File: src/rtl/av2_recon_adder.sv
// av2_recon_adder: joins residual and prediction beats, adds them lane-wise and clips to the pixel range.
// Optional feature macro: AV2_RECON_SAT_CNT_EN enables the per-block clipped-sample counter on sat_count.
module av2_recon_adder #(
    parameter int BIT_DEPTH = 10,
    parameter int LANES     = 4
) (
    input  logic                       clk,
    input  logic                       rst_n,
    input  logic                       start,
    input  logic [6:0]                 blk_w,
    input  logic [6:0]                 blk_h,
    input  logic                       res_valid,
    output logic                       res_ready,
    input  logic [16*LANES-1:0]        res_data,
    input  logic                       pred_valid,
    output logic                       pred_ready,
    input  logic [BIT_DEPTH*LANES-1:0] pred_data,
    output logic                       out_valid,
    input  logic                       out_ready,
    output logic [BIT_DEPTH*LANES-1:0] out_data,
    output logic                       out_last,
    output logic                       busy,
    output logic                       done,
    output logic                       cfg_err,
    output logic [12:0]                sat_count
);
    localparam int LANE_SH = $clog2(LANES);
    localparam int CNT_W   = 13 - LANE_SH;
    localparam logic signed [17:0] PIX_MAX_S = 18'((1 << BIT_DEPTH) - 1);

    typedef enum logic [1:0] {
        S_IDLE  = 2'd0,
        S_RUN   = 2'd1,
        S_DRAIN = 2'd2
    } state_t;

    state_t                     state_q, state_d;
    logic [CNT_W-1:0]           total_q, total_d;
    logic [CNT_W-1:0]           beat_cnt_q, beat_cnt_d;
    logic                       out_valid_q, out_valid_d;
    logic                       out_last_q, out_last_d;
    logic [BIT_DEPTH*LANES-1:0] out_data_q, out_data_d;
    logic                       done_q, done_d;
    logic                       cfg_err_q, cfg_err_d;
    logic [BIT_DEPTH*LANES-1:0] recon_s;
    logic                       size_ok_s;
    logic                       out_free_s;
    logic                       fire_s;
    logic                       last_beat_s;
`ifdef AV2_RECON_SAT_CNT_EN
    logic [LANES-1:0]           clip_s;
`endif

    function automatic logic size_legal(input logic [6:0] sz);
        case (sz)
            7'd4, 7'd8, 7'd16, 7'd32, 7'd64: size_legal = 1'b1;
            default:                          size_legal = 1'b0;
        endcase
    endfunction

    // Per-lane add at 18 bits signed, then clip to [0, 2^BIT_DEPTH-1].
    for (genvar l = 0; l < LANES; l++) begin : g_lane
        logic signed [17:0] sum_s;
        assign sum_s = $signed({{(18-BIT_DEPTH){1'b0}}, pred_data[l*BIT_DEPTH +: BIT_DEPTH]})
                     + $signed({{2{res_data[l*16+15]}}, res_data[l*16 +: 16]});
        assign recon_s[l*BIT_DEPTH +: BIT_DEPTH] =
            sum_s[17]           ? {BIT_DEPTH{1'b0}} :
            (sum_s > PIX_MAX_S) ? PIX_MAX_S[BIT_DEPTH-1:0] :
                                  sum_s[BIT_DEPTH-1:0];
`ifdef AV2_RECON_SAT_CNT_EN
        assign clip_s[l] = sum_s[17] || (sum_s > PIX_MAX_S);
`endif
    end

    // Both streams are consumed together, and only when the output register can take the beat.
    assign out_free_s  = !out_valid_q || out_ready;
    assign size_ok_s   = size_legal(blk_w) && size_legal(blk_h);
    assign res_ready   = (state_q == S_RUN) && pred_valid && out_free_s;
    assign pred_ready  = (state_q == S_RUN) && res_valid && out_free_s;
    assign fire_s      = (state_q == S_RUN) && res_valid && pred_valid && out_free_s;
    assign last_beat_s = (beat_cnt_q == (total_q - CNT_W'(1)));

    // Next-state logic for the block sequencer.
    always_comb begin
        state_d    = state_q;
        total_d    = total_q;
        beat_cnt_d = beat_cnt_q;
        done_d     = 1'b0;
        cfg_err_d  = 1'b0;
        case (state_q)
            S_IDLE: begin
                if (start && size_ok_s) begin
                    state_d    = S_RUN;
                    total_d    = CNT_W'(({6'b0, blk_w} * {6'b0, blk_h}) >> LANE_SH);
                    beat_cnt_d = {CNT_W{1'b0}};
                end else if (start) begin
                    cfg_err_d = 1'b1;
                end else begin
                    state_d = S_IDLE;
                end
            end
            S_RUN: begin
                if (fire_s) begin
                    beat_cnt_d = beat_cnt_q + CNT_W'(1);
                    if (last_beat_s) begin
                        state_d = S_DRAIN;
                    end else begin
                        state_d = S_RUN;
                    end
                end else begin
                    beat_cnt_d = beat_cnt_q;
                end
            end
            S_DRAIN: begin
                if (out_valid_q && out_ready && out_last_q) begin
                    state_d = S_IDLE;
                    done_d  = 1'b1;
                end else begin
                    state_d = S_DRAIN;
                end
            end
            default: begin
                state_d = S_IDLE;
            end
        endcase
    end

    // Output register: load on fire, clear valid on drain, hold while stalled.
    always_comb begin
        out_valid_d = out_valid_q;
        out_last_d  = out_last_q;
        out_data_d  = out_data_q;
        if (fire_s) begin
            out_valid_d = 1'b1;
            out_last_d  = last_beat_s;
            out_data_d  = recon_s;
        end else if (out_ready) begin
            out_valid_d = 1'b0;
            out_last_d  = 1'b0;
        end else begin
            out_valid_d = out_valid_q;
        end
    end

    // State and output registers.
    always_ff @(posedge clk or negedge rst_n) begin
        if (!rst_n) begin
            state_q     <= S_IDLE;
            total_q     <= {CNT_W{1'b0}};
            beat_cnt_q  <= {CNT_W{1'b0}};
            out_valid_q <= 1'b0;
            out_last_q  <= 1'b0;
            out_data_q  <= {(BIT_DEPTH*LANES){1'b0}};
            done_q      <= 1'b0;
            cfg_err_q   <= 1'b0;
        end else begin
            state_q     <= state_d;
            total_q     <= total_d;
            beat_cnt_q  <= beat_cnt_d;
            out_valid_q <= out_valid_d;
            out_last_q  <= out_last_d;
            out_data_q  <= out_data_d;
            done_q      <= done_d;
            cfg_err_q   <= cfg_err_d;
        end
    end

`ifdef AV2_RECON_SAT_CNT_EN
    logic [12:0] sat_q, sat_d;
    logic [13:0] sat_sum_s;

    function automatic logic [13:0] clip_total(input logic [LANES-1:0] f);
        logic [13:0] n;
        n = 14'd0;
        for (int i = 0; i < LANES; i++) begin
            n = n + 14'(f[i]);
        end
        return n;
    endfunction

    // Clipped-sample counter: cleared on accepted start, saturating at 8191.
    always_comb begin
        sat_sum_s = {1'b0, sat_q} + clip_total(clip_s);
        if ((state_q == S_IDLE) && start && size_ok_s) begin
            sat_d = 13'd0;
        end else if (fire_s) begin
            sat_d = (sat_sum_s > 14'd8191) ? 13'd8191 : sat_sum_s[12:0];
        end else begin
            sat_d = sat_q;
        end
    end

    // Counter register.
    always_ff @(posedge clk or negedge rst_n) begin
        if (!rst_n) begin
            sat_q <= 13'd0;
        end else begin
            sat_q <= sat_d;
        end
    end

    assign sat_count = sat_q;
`else
    assign sat_count = 13'd0;
`endif

    assign busy      = (state_q != S_IDLE);
    assign out_valid = out_valid_q;
    assign out_last  = out_last_q;
    assign out_data  = out_data_q;
    assign done      = done_q;
    assign cfg_err   = cfg_err_q;

endmodule

File: config.mk
export PLATFORM = sky130hd
export DESIGN_NAME = av2_recon_adder
export DESIGN_NICKNAME = d
export VERILOG_FILES = /design/src/rtl/av2_recon_adder.sv
export SDC_FILE = /design/constraint.sdc
export NUM_CORES = 1
export LEC_CHECK = 0
export ABC_CLOCK_PERIOD_IN_PS = 5500
export CAP_MARGIN = 20
export CORE_UTILIZATION = 50
export CTS_CLUSTER_DIAMETER = 50
export DETAILED_ROUTE_END_ITERATION = 7
export GPL_ROUTABILITY_DRIVEN = 0
export PLACE_DENSITY = 0.82
export REMOVE_ABC_BUFFERS = 1
export SYNTH_ARGS = -nofsm -noshare
export SYNTH_HDL_FRONTEND = slang
export SYNTH_SLANG_ARGS = --single-unit
File: constraint.sdc
create_clock -name clk -period 5.5 [get_ports clk]
set_input_delay 1.1 -clock clk [delete_from_list [all_inputs] [get_ports clk]]
set_output_delay 1.1 -clock clk [all_outputs]
set_load 0.01 [all_outputs]
* Yosys cells after proc, flatten, opt, wreduce, memory -nomap -nowiden
Index checks and enable logic that the tools add are counted.
** Word-level totals
- Register bits :: 68
- Logic and storage cells :: 83
** Cells by class
- Multipliers :: 1
- Equality and inequality tests :: 16
- Mux-type cells :: 27
- Magnitude comparators :: 4
- Reduce and logical (&&, ||, !) cells :: 21
- Add/sub/neg operators :: 6
** Operators with widths (count)
- $mux W10 :: 8
- $add A11 B16 Y17 :: 4
- $gt A17 B11 Y1 const B :: 4
- $mux W11 :: 2
- $pmux W11 S2 :: 1
- $eq A7 B3 Y1 const B :: 2
- $eq A7 B4 Y1 const B :: 2
- $eq A7 B5 Y1 const B :: 2
- $eq A7 B6 Y1 const B :: 2
- $eq A7 B7 Y1 const B :: 2
- $mul A7 B7 Y13 :: 1
- $add A11 B1 Y11 const B :: 1
- $eq A11 B11 Y1 :: 1
- $sub A11 B1 Y11 const B :: 1
- $logic_and A1 B1 Y1 :: 10
- $mux W1 :: 10
- $mux W2 :: 5
- $reduce_or A5 Y1 :: 2
- $pmux W2 S3 :: 1
- $reduce_bool A2 Y1 :: 3
- $ne A2 B2 Y1 const B :: 2
- $reduce_and A2 Y1 :: 2
- $ne A3 B3 Y1 const B :: 1
- $reduce_and A3 Y1 :: 1
- 5 further kinds :: 5

* Depth between registers and ports, before layout
Gate-level depths: netlist (run 1).
- Word-level depth :: 7
- Gate-level depth with buffers :: 17
- Depth with buffers taken out :: 16

* Least setup slack after synthesis (run 1)
Ideal clock, no wire load.
- Kind :: input to register
- Start :: input blk_h[6]
- End :: register total_q[9]
- Path slack :: 0.289 ns
- Arrival time :: 5.086 ns
- Library setup time :: 0.125 ns
- Stages :: 16
- Buffers on the path :: 1
- Cells stage by stage :: clkbuf_1 > nand2_1 > fa_1 > fa_1 > inv_1 > fa_1 > inv_1 > fa_1 > inv_1 > ha_1 > nand2_1 > o21ai_0 > o41ai_1 > o21ai_0 > xor2_1 > mux2_2
** Between the ends
- Word-level cells in the longest chain between the ends :: 6
- Elaborated cells between the ends (all ways) :: 11
** RTL lines
- start: declaration :: line 11 : input logic [6:0] blk_h,
- branches (longest 6 deep; another with $mul A7 B7 Y13)
- end signal: assignment :: line 149 : total_q <= {CNT_W{1'b0}};
- end signal: assignment :: line 158 : total_q <= total_d;
- end: declaration :: line 38 : logic [CNT_W-1:0] total_q, total_d;
Parallel ways; which one is timed is not known.
A chain may end at the register's enable or synchronous reset.

* Worst setup path after layout (run 1)
- Start :: input blk_w[0]
- End :: register total_q[9]
** Between the ends
- Word-level cells in the longest chain between the ends :: 6
- Elaborated cells between the ends (all ways) :: 11
** RTL lines
- start: declaration :: line 10 : input logic [6:0] blk_w,
- branches (longest 6 deep; another with $mul A7 B7 Y13)
Parallel ways; which one is timed is not known.

==> results of run 1 <==
[sequential cells by signal (all words and copies together), names as in the netlist]
register    flops
done            1
state_q         2
out_valid       1
cfg_err         1
out_last        1
total_q        11
beat_cnt_q     11
out_data       40
[power breakdown]
group          switching, mW  internal, mW  leakage [nW]
combinational          0.365         0.357          3.12
clock                  0.207         0.410         0.156
sequential                 0         0.501         0.930
total                  0.571          1.27          4.20
[through the flow]
stage / setup TNS [ns] / area [um^2]
2_1_floorplan: 0 / 7020
3_3_place_gp: -0.266 / 9100
3_5_place_dp: -0.372 / 9100
4_1_cts: 0 / 9430
5_1_grt: -0.0377 / 9440
6_report: 0 / 9440
[cell usage in the layout (no fill, tap or decap), types with 10 or more instances in the layout]
cell	instances
conb_1	13
o21ai_0	41
xnor2_1	41
o221a_1	20
inv_1	50
nor2b_1	10
a41oi_1	11
and2_1	37
clkdlybuf4s50_1	169
xor2_1	23
dfrtp_1	68
nor2_1	47
nand3_1	17
a21oi_1	48
and3_1	12
nand2_1	69
nand2b_1	12
fa_1	27
a21o_1	15
ha_1	71
buf_4	21
[worst max-delay path: stages]
cell,delay (ns)
clkdlybuf4s50_1,0.57
nand2_1,0.11
fa_1,0.53
fa_1,0.54
inv_1,0.05
fa_1,0.53
inv_1,0.05
fa_1,0.53
inv_1,0.05
ha_1,0.33
nand2_1,0.09
o21ai_0,0.14
o41ai_2,0.29
o21ai_0,0.17
xor2_1,0.16
mux2_2,0.27
[area by class of cell]
cell class	count	area [um^2]
Multi-Input combinational cell	665	5140
Clock buffer	11	243
Clock inverter	5	85.1
Timing Repair Buffer	191	1850
Fill cell	1100	4490
Inverter	50	188
Tap cell	180	225
Sequential cell	68	1700
[per-layer routing]
metal,track usage,up-vias,part of all wire
met5,0,-,0
met4,0.0563,0,0.016
met3,0.0435,24,0.061
met2,0.405,217,0.48
met1,0.304,3206,0.44
li1,-,3278,-
[cells by family (layout without fill, tap and decap cells)]
| kind of cell | count (synthesis) | in the layout | synth area share |
|---|---|---|---|
| and+or+nand+nor | 252 | 252 | 0.181 |
| buffers and inverters | 90 | 257 | 0.0556 |
| xor gates and xnor gates | 64 | 64 | 0.0780 |
| adders and majority gates | 98 | 98 | 0.199 |
| muxes | 6 | 6 | 0.00871 |
| AOI/OAI and AO/OA | 232 | 232 | 0.240 |
| other | 1 | 13 | 0.000522 |
| DFF | 68 | 68 | 0.237 |
[worst max path at each step]
stage	startpoint	to	slack, ns
2_1_floorplan	blk_h[6]	total_q[9]$_DFFE_PN0P_	0.58
3_3_place_gp	blk_w[0]	total_q[10]$_DFFE_PN0P_	-0.13
3_5_place_dp	blk_w[0]	total_q[9]$_DFFE_PN0P_	-0.21
4_1_cts	blk_w[0]	total_q[9]$_DFFE_PN0P_	0.12
5_1_grt	blk_w[0]	total_q[10]$_DFFE_PN0P_	-0.02
6_report	blk_w[0]	total_q[9]$_DFFE_PN0P_	0.20
[what timing repair did]
| item | 4_1_cts | 5_1_grt |
|---|---|---|
| endpoints found under the setup margin | 0 | 2 |
| hold buffers | 0 | 0 |
| gates resized for setup | 0 | 2 |
==> results.yml, run 1 <==
drt:
  drt-total-wl_um: 17100
  route.detailed.drc: 0
  vias: 6725
  ant_nets: 0
  post_drt_wl_per_cell_um: 14.6
  via_per_inst: 5.75
  drt_iter0_drc: 457
  first_pass_iters: 7
clock_tree:
  clk_latency_ns: 0.32
  cts_tree: "done"
  clock-sinks: 68
  cts_setup_buffers: 0
  cts_max_path_buffers: 2
  path_clk_slew_ns: 0.05
  clock-root-buffer: "clkbuf_16"
  h-tree-depth: 3
  cts_buffers: 9
hold_path:
  min-delay-start: "out_data[1]$_DFFE_PN0P_"
  holdPathStages: 2
  whs_endpoint: "out_data[1]$_DFFE_PN0P_"
  hold_class: "reg2reg"
setup_path:
  criticalPathCategory: "in2reg"
  rr_endpoint: "out_data[21]$_DFFE_PN0P_"
  r2r_start: "state_q[1]$_DFFE_PN0P_"
  reg2reg_depth: 5
  end_kind: "flop"
  start_kind: "primary input"
  worst-path-max-fanout: 7
  cp.required_ns: 5.71
  reg2reg_slack_ns: 2.82
  arrival_ns: 5.51
logic_synthesis:
  synthTopCellsByCount: "ha_1 (71), nand2_1 (69), dfrtp_1 (68), inv_1 (50), a21oi_1 (48)"
  synthFlopType: "dfrtp_1"
  ys_seq_area_frac: 0.237
  synth_top_area_share: 0.237
  synth_cell_type_count: 75
  synth-edff-count: 0
  yosysTopAreaCell: "dfrtp_1"
  synth_seq_cells: 68
  synth_area_um2: 7180
  synth_top_cells_by_area: "dfrtp_1 (24%), ha_1 (12%), fa_1 (7.5%)"
  synth.most_common_cell: "ha_1"
  synth.avg_cell_area_um2: 8.86
  async_flop_share: 1.00
  synthCells: 811
  ys_warn_count: 0
timing:
  hold_violations: 0
  relSlewSlack: 0.428
  tightest_slew_ns: 0.856
  fin_crit_ns: 5.30
  setup_viol: 0
  rsz0062_at_grt: "yes"
  finalMaxSlewViolations: 0
  skew_ns: 0.00745
  fmax_ghz: 0.189
  timing.final.ws_setup_ns: 0.198
  fin_crit_sh: 0.964
  whs_ns: 0.494
layout:
  synthToLayoutAreaGrowth_pct: 31.4
  layout.cells.non_filler: 1170
  utilization: 0.677
  diodes: 0
  num-nets-final: 1207
  drive_gt1_frac: 0.0616
placement:
  io_buffer_count: 170
  dpl_worst_slack_ns: -0.215
  place_inst: 1154
  dp_hpwl_um: 13400
global_route:
  grt_usage: 0.235
  grt_overflow_total: 0
  grt_max_degree: 69
  first_global_vias: 6436
  grt_pass1_wl_um: 28600
  antenna_found_initial: 0
power:
  power.leakage_nw: 4.20
  power_mw: 1.84
  p_per_area_nw_per_um2: 195
  peakVddDrop_mv: 0.141
floorplanning:
  initial_core_util: 0.516
  die_x_um: 122
  pin_count: 184
  fp-row-count: 43
  core_um2: 13900
  die_h_um: 122
  die_area_um2: 14900
job:
  drv_cap: 0
run_status:
  status: "finished, final reports clean"
Note: power is estimated with default switching activity, not from simulation.
==> run 2, diff against run 1 <==
- CTS_CLUSTER_SIZE: default -> 25
==> results of run 2 <==
Same layout as run 1: the final DEF is identical, and so are final timing and power.
==> run 3, diff against run 2 <==
- CORE_ASPECT_RATIO: default -> 1.25
==> run 3 against run 2 <==
Count of clock-buffer cells in the layout is 2 lower. Wire length increased by 5.4%. Clock power increased by 7.1%. Critical path type unchanged. Highest routed layer unchanged.
==> results.yml, run 3 (synthesized netlist as in run 1, its figures left out) <==
layout:
  largest_register_ffs: 40
  synthToLayoutAreaGrowth_pct: 31.6
  final_common_cell: "clkdlybuf4s50_1"
  diodes: 0
  design_area_um2: 9450
  drive_gt1_frac: 0.0626
  num-nets-final: 1208
  layout_common_cells: "clkdlybuf4s50_1 (169), ha_1 (71), nand2_1 (69)"
floorplanning:
  core_um2: 13900
  fp-row-count: 48
  initial_core_util: 0.516
  die_x_um: 109
  die_area_um2: 14900
  die_h_um: 136
  pin_count: 184
power:
  peakVddDrop_mv: 0.177
  p_per_area_nw_per_um2: 200
  power.leakage_nw: 4.22
timing:
  finalMaxSlewViolations: 0
  fin_crit_sh: 0.954
  tightest_slew_ns: 0.846
  fmax_ghz: 0.191
  skew_ns: 0.0104
  rsz0062_at_grt: "no"
  timing.final.ws_setup_ns: 0.254
  fin_crit_ns: 5.25
  hold_violations: 0
  relSlewSlack: 0.433
  setup_viol: 0
clock_tree:
  cts_tree: "done"
  path_clk_slew_ns: 0.06
  h-tree-depth: 3
  clk_latency_ns: 0.33
  cts_buffers: 9
  cts_setup_buffers: 0
  cts_max_path_buffers: 2
  cts_hold_buf: 0
  clock-sinks: 68
  clock-root-buffer: "clkbuf_16"
placement:
  dpl_worst_slack_ns: -0.139
  place_area_um2: 9100
  dp_hpwl_um: 14000
  io_buffer_count: 170
global_route:
  first_global_vias: 6509
  antenna_found_initial: 0
  grt_usage: 0.247
  grt_max_degree: 37
  grt_overflow_total: 0
  grt_pass1_wl_um: 29300
setup_path:
  cp.required_ns: 5.72
  worst-path-max-fanout: 4
  end_kind: "flop"
  arrival_ns: 5.46
  criticalPathCategory: "in2reg"
  start_kind: "primary input"
  worst_path_max_delay_cell: "fa_1"
  reg2reg_depth: 7
  crit_path_cell_trace: "clkdlybuf4s50_1 > nand2_1 > fa_1 > fa_1 > inv_1 > fa_1 > inv_1 > fa_1 > inv_1 > ha_1 > nand2_1 > o21ai_0 > o41ai_2 > o21ai_0 > xor2_1 > mux2_2"
  slowest_delay_ns: 0.56
  cp_common_cell: "fa_1"
drt:
  route.detailed.drc: 0
  drt-total-wl_um: 18000
  drt_iter0_drc: 372
  ant_nets: 0
  post_drt_wl_per_cell_um: 15.5
  first_pass_iters: 5
  via_per_inst: 5.77
  vias: 6725
hold_path:
  holdPathStages: 2
  hold_class: "reg2reg"
job:
  drv_cap: 0
run_status:
  status: "finished, final reports clean"
## run 3: cell count changes in the layout (fill, tap and decap cells not counted), sizes merged
cell	delta
bufinv	+1
clkinvlp	-1
clkbuf	-2
buf	+1
inv	+1
## run 3: layer usage
layer	wire, um	global-route usage	vias up	share of wire
met5	0	0	-	0
met4	318	0.0689	0	0.018
met3	703	0.0360	24	0.039
met2	9620	0.454	175	0.53
met1	7380	0.295	3255	0.41
li1	-	-	3271	-
## run 3: worst max-delay path: cells and delay by family
kind	cells	cell delay [ns]
adders and majority gates	5	2.47
buffers and inverters	4	0.68
AOI/OAI and AO/OA	3	0.62
muxes	1	0.26
and+or+nand+nor	2	0.18
xor gates and xnor gates	1	0.16
## run 3: through the flow
stage | std cells | utilization | TNS [ns] | power [mW] | hold WS, ns
after floorplan | 783 | - | 0 | 0.974 | 0.482
after global placement | 1150 | 0.653 | -0.0540 | 1.21 | 0.479
after detailed placement | 1150 | 0.653 | -0.258 | 1.22 | 0.487
after CTS | 1165 | 0.677 | 0 | 1.89 | 0.501
after global routing | 1165 | 0.678 | 0 | 2.01 | 0.519
final | 1165 | 0.678 | 0 | 1.89 | 0.500
## run 3: layout make-up
class | instances | area, um^2
Sequential cell | 68 | 1700
Multi-Input combinational cell | 665 | 5140
Tap cell | 175 | 219
Timing Repair Buffer | 192 | 1860
Fill cell | 1133 | 4480
Clock inverter | 6 | 113
Clock buffer | 9 | 225
Inverter | 50 | 188
## run 3: worst paths after layout
path | startpoint | end | slack (ns)
min in group asynchronous | rst_n | out_valid$_DFFE_PN0P_ | 0.85
max in group asynchronous | rst_n | total_q[6]$_DFFE_PN0P_ | 3.69
setup / recovery | blk_w[0] | total_q[9]$_DFFE_PN0P_ | 0.25
hold reg to reg | out_data[8]$_DFFE_PN0P_ | out_data[8]$_DFFE_PN0P_ | 0.50
hold / removal | out_data[8]$_DFFE_PN0P_ | out_data[8]$_DFFE_PN0P_ | 0.50
setup reg to reg | state_q[1]$_DFFE_PN0P_ | out_data[33]$_DFFE_PN0P_ | 2.94
## run 3: repair_timing
item	CTS	global route
resized for setup	0	2
endpoints found under the hold margin	0	0
setup endpoints to repair	0	2
## run 3: where the power goes
group | switching [mW] | internal, mW
sequential | 0 | 0.500
combinational | 0.371 | 0.359
clock | 0.219 | 0.442
